===== src/rtl/instr_fetch.sv =====
`default_nettype none
// ==================================================================
// Module : instr_fetch
// Desc   : In-order instruction fetch with a DEPTH-entry queue and redirect flush.
//          Optional same-cycle response bypass when INSTR_FETCH_BYPASS_EN is defined.
// Rev    : 1.0  initial release
// ==================================================================
module instr_fetch #(
  parameter int              XLEN     = 32,
  parameter int              DEPTH    = 4,
  parameter logic [XLEN-1:0] RESET_PC = '0
) (
  input  logic            clk,
  input  logic            rst_n,
  output logic            imem_req_valid,
  input  logic            imem_req_ready,
  output logic [XLEN-1:0] imem_req_addr,
  input  logic            imem_rsp_valid,
  input  logic [31:0]     imem_rsp_data,
  output logic            out_valid,
  input  logic            out_ready,
  output logic [XLEN-1:0] out_pc,
  output logic [31:0]     out_instr,
  input  logic            redirect_valid,
  input  logic [XLEN-1:0] redirect_pc
);

  localparam int            c_aw    = $clog2(DEPTH);
  localparam int            c_cw    = $clog2(DEPTH + 1);
  localparam logic [c_cw:0] c_depth = (c_cw + 1)'(DEPTH);

  logic [XLEN-1:0] r_pc;
  logic [XLEN-1:0] r_rsp_pc;
  logic [c_cw-1:0] r_outst;
  logic [c_cw-1:0] r_drop;
  logic [c_cw-1:0] r_count;
  logic [c_aw-1:0] r_wptr;
  logic [c_aw-1:0] r_rptr;
  logic [XLEN-1:0] r_q_pc    [DEPTH];
  logic [31:0]     r_q_instr [DEPTH];

  logic [c_cw:0]   w_inflight;
  logic            w_req_valid;
  logic            w_req_fire;
  logic            w_rsp;
  logic            w_keep;
  logic            w_byp;
  logic            w_out_valid;
  logic            w_push;
  logic            w_pop;

  assign w_inflight  = {1'b0, r_outst} + {1'b0, r_count};
  assign w_req_valid = rst_n && !redirect_valid && (w_inflight < c_depth);
  assign w_req_fire  = w_req_valid && imem_req_ready;

  // Stray responses with nothing outstanding (pre-reset traffic) are ignored.
  assign w_rsp  = imem_rsp_valid && (r_outst != '0);
  assign w_keep = w_rsp && !redirect_valid && (r_drop == '0);

`ifdef INSTR_FETCH_BYPASS_EN
  assign w_byp = w_keep && (r_count == '0);
`else
  assign w_byp = 1'b0;
`endif

  assign w_out_valid = !redirect_valid && ((r_count != '0) || w_byp);
  assign w_pop       = w_out_valid && out_ready && !w_byp;
  assign w_push      = w_keep && !(w_byp && out_ready);

  assign imem_req_valid = w_req_valid;
  assign imem_req_addr  = {r_pc[XLEN-1:2], 2'b00};
  assign out_valid      = w_out_valid;
  assign out_pc         = w_byp ? r_rsp_pc : r_q_pc[r_rptr];
  assign out_instr      = w_byp ? imem_rsp_data : r_q_instr[r_rptr];

  // r_rsp_pc is the PC of the next response that will be kept.
  always_ff @(posedge clk or negedge rst_n) begin
    if (!rst_n) begin
      r_pc     <= RESET_PC;
      r_rsp_pc <= RESET_PC;
      r_outst  <= '0;
      r_drop   <= '0;
    end else begin
      r_outst <= r_outst + c_cw'(w_req_fire) - c_cw'(w_rsp);
      if (redirect_valid) begin
        r_pc     <= redirect_pc;
        r_rsp_pc <= redirect_pc;
        r_drop   <= r_outst - c_cw'(w_rsp);
      end else begin
        if (w_req_fire) r_pc <= r_pc + XLEN'(4);
        if (w_keep) r_rsp_pc <= r_rsp_pc + XLEN'(4);
        if (w_rsp && (r_drop != '0)) r_drop <= r_drop - c_cw'(1);
      end
    end
  end

  always_ff @(posedge clk or negedge rst_n) begin
    if (!rst_n) begin
      r_wptr  <= '0;
      r_rptr  <= '0;
      r_count <= '0;
      for (int i = 0; i < DEPTH; i++) begin
        r_q_pc[i]    <= '0;
        r_q_instr[i] <= '0;
      end
    end else if (redirect_valid) begin
      r_wptr  <= '0;
      r_rptr  <= '0;
      r_count <= '0;
    end else begin
      if (w_push) begin
        r_q_pc[r_wptr]    <= r_rsp_pc;
        r_q_instr[r_wptr] <= imem_rsp_data;
        r_wptr            <= r_wptr + c_aw'(1);
      end
      if (w_pop) r_rptr <= r_rptr + c_aw'(1);
      r_count <= r_count + c_cw'(w_push) - c_cw'(w_pop);
    end
  end

endmodule
`default_nettype wire


===== config.mk =====
export PLATFORM = sky130hd
export DESIGN_NAME = instr_fetch
export DESIGN_NICKNAME = d
export VERILOG_FILES = /design/src/rtl/instr_fetch.sv
export SDC_FILE = /design/constraint.sdc
export NUM_CORES = 1
export LEC_CHECK = 0
export ABC_CLOCK_PERIOD_IN_PS = 4000
export CORE_ASPECT_RATIO = 0.75
export CORE_MARGIN = 1
export CORE_UTILIZATION = 45
export CTS_BUF_LIST = sky130_fd_sc_hd__clkbuf_16
export DETAILED_ROUTE_END_ITERATION = 12
export GPL_ROUTABILITY_DRIVEN = 0
export GPL_TIMING_DRIVEN = 0
export PLACE_DENSITY = 0.65
export RECOVER_POWER = 50
export SYNTH_ARGS = -nofsm -noshare
export SYNTH_HDL_FRONTEND = slang
export SYNTH_SLANG_ARGS = --single-unit

===== constraint.sdc =====
create_clock -name clk -period 4 [get_ports clk]
set_input_delay 0.8 -clock clk [delete_from_list [all_inputs] [get_ports clk]]
set_output_delay 0.8 -clock clk [all_outputs]
set_load 0.005 [all_outputs]

==> results_dict.tcl <==
set metrics [dict create \
    start_util_pct 46.34 \
    dp.cells 1780 \
    worstSetupPathType "in2out" \
    syn_area_per_cell_um2 15.09 \
    synth_cell_type_count 64 \
    first_pass_iters 5 \
    run_status "complete, but fails checks" \
    violations "capacitance limit, slew limit" \
    final.setup_skew_ns 0.01850 \
    start_kind "input port" \
    synth_cells 1116 \
    vias 10070 \
    fin_crit_ns 3.827 \
    avgRoutedWirePerCell_um 21.95 \
    drc 0 \
    required_ns 3.20 \
    sw_frac_of_total_pct 27.71 \
    design_area_um2 20180 \
    power_frac_comb_pct 33.1 \
    seqPwrFrac_pct 39.5 \
    syn_area_um2 16840 \
    worstMarginPinSlew_ns 2.790 \
    drtAntennaViolNets 0 \
    grt_max_degree 121 \
    cts_sinks 331 \
    track_usage_pct 21.78 \
    p_sw_mw 3.280 \
    finalSetupViolations 0 \
    clk_pin_slew_ns 0.06 \
    dpl.hpwl_mm 27.45 \
    ys_seq_elements 331 \
    die_h_um 169.5 \
    crit_slowest_cell "dlygate4sd3_1" \
    synth_top_area_cell "dfrtp_1" \
    crit_path_cell_trace "dlygate4sd3_1 > clkbuf_2 > clkbuf_2 > buf_2 > nor2_1 > clkdlybuf4s50_1" \
    pin_count 168 \
    slew_headroom_pct -85.97 \
    crit_top_cell "clkbuf_2" \
    grt_pass1_vias 10490 \
    fin_nets 1411 \
    hold_ws_ns 0.2191 \
    synthArstFlopShare_pct 100.0 \
    cts-root-buf "clkbuf_16" \
    synth_top_family_by_area "multiplexers" \
    clkLatencyLatePin_ns 0.53 \
    dr.first_iter.drc_count 711 \
    fmax_mhz 261.3 \
    instances_no_fill 1845 \
    via_per_inst 5.456 \
    cts_hold_buffers 0 \
    synthXorXnorAreaFrac_pct 2.237 \
    synthSimpleGateAreaFrac_pct 6.732 \
    post-route-period-util_pct 95.68 \
    post-route-worst-setup-slack_ns 0.1726 \
    placed_area_um2 19170 \
    antenna_found_initial 0 \
    p_leak_nw 8.749 \
    cts_buffers 36 \
    synth_compound_area_share_pct 3.076 \
    critical_path_arrival_ns 3.03 \
    placementRows 60 \
    synthTopCellsByArea "dfrtp_1 49%, mux2_4 21%, mux4_2 8.6%" \
    intPower_mw 8.555 \
    grt_pass1_wl_mm 63.86 \
    synth_adder_area_share_pct 1.427 \
    hold_viol 0 \
    power.share.clock_pct 27.4 \
    synth_most_common_cell "dfrtp_1" \
    drive_above_1_share_pct 32.32 \
    core_um2 36330 \
    rsz0062_at_grt "no" \
    routed_wl_mm 40.51 \
    cts_tree "done" \
    cts_buffer_depth 3 \
    maxCapViolCount 1 \
    synth_edf_count 0 \
    synth_seq_area_share_pct 49.19 \
    post-cts-setup-buffer-count 0 \
    place_ws_ns -0.6625 \
    max_stage_delay_ns 0.66 \
    grt_overflow 0 \
    antenna_cells 0 \
    path_buf_inv 5 \
    synthFlopType "dfrtp_1" \
    netlist.area_leader.share_pct 49.19 \
    die_x_um 225.4 \
    slew_violations 121 \
    worst-path-max-fanout 10 \
    finalPower_mw 11.83 \
    htreeDepth 2 \
    io_buffers 165 \
    endpoint_kind "primary output" \
    area_delta_synth_final_pct 19.84 \
    hold_path_class "in2async" \
    post_synth_most_frequent_cells "331 x dfrtp_1, 240 x mux2_4, 64 x mux4_2" \
    ys_warn_count 0 \
    synth_mux_area_share_pct 31.94 \
    crit_family "buffers and inverters" \
    die-area_um2 38210 \
    peakVddDrop_uv 299.8 \
    powerDensity_nw_per_um2 586.5 \
]
worst reg2reg max path, cell delays in order (launching register included):
cell and delay [ns]:
dfrtp_1 0.35, inv_1 0.12, ha_1 0.21, and3b_1 0.21, and2_2 0.15, clkbuf_1 0.42
and3_1 0.23, clkbuf_1 0.68, dlymetal6s2s_1 0.69, mux2_4 0.35
what timing repair did:
action	4_1_cts	5_1_grt
resized for setup	3	7
pin swaps	0	0
cloned	0	1
setup endpoints to repair	2	13
metal layers:
metal	wire, um	global-route usage [%]	vias up
li1	-	-	4472
met1	19860	33.61	5248
met2	17630	31.45	296
met3	2243	4.051	50
met4	777	5.235	0
met5	0	0	-
power groups by stage:
stage	clock network (mW)	logic, mW	registers [mW]
floorplan	0	2.42	4.51
global placement	0	3.91	4.68
detailed placement	0	4.01	4.67
CTS	3.32	4.00	4.66
global route	3.47	4.22	4.76
finish	3.24	3.92	4.67
metrics by stage:
stage	TNS [ns]	util, %
CTS	0	55.88
global placement	-4460.17	52.61
floorplan	0	-
global route	0	55.54
detailed placement	-2.193	52.77
finish	0	55.54
registers in the layout, indices dropped and copies added, names as in the netlist:
register,flops
r_drop,3
r_q_pc,128
r_outst,3
r_count,3
r_wptr,2
r_rsp_pc,32
r_rptr,2
r_pc,30
r_q_instr,128
cell families after synthesis:
group           after synthesis
mux                         334
simple gates                204
buf+inv                     107
compound gates               78
fa+ha+maj                    18
other cells                   1
flops                       331
xor+xnor                     43
layout make-up:
type	instances	area, um2
plain buffers	80	719.4
clock buffers	37	925.9
clock inverters	27	196.4
fillers	2963	16160
inverters	27	101.3
multi-input cells	679	7634
flip-flops and latches	331	8283
well taps	496	620.6
repair buffers	168	1699
cells in the final DEF, fill, tap and decap left out, drive strengths merged, types with 15 or more instances in the layout:
cell type / n
mux4: 64
nand4: 21
dlygate4sd3: 15
clkinv: 20
o21ai: 29
ha: 16
xnor2: 33
mux2: 266
buf: 40
dfrtp: 331
nand2: 56
nor2: 27
inv: 30
clkbuf: 79
nor3: 18
nand3: 27
clkdlybuf4s50: 149
path summary, 6_finish.rpt:
path | from | end | slack [ns] | cells past startpoint
hold / removal | rst_n | r_q_instr[106] | 0.22 | 1
setup reg to reg | r_drop[0] | r_q_instr[22] | 0.49 | 9
max in group asynchronous | rst_n | r_rsp_pc[12] | 0.61 | 2
min in group clk | r_q_pc[39] | r_q_pc[39] | 0.50 | 1
hold reg to reg | r_q_pc[39] | r_q_pc[39] | 0.50 | 1
setup / recovery | redirect_valid | out_valid | 0.17 | 6
Power figures use the tool's default switching activity.
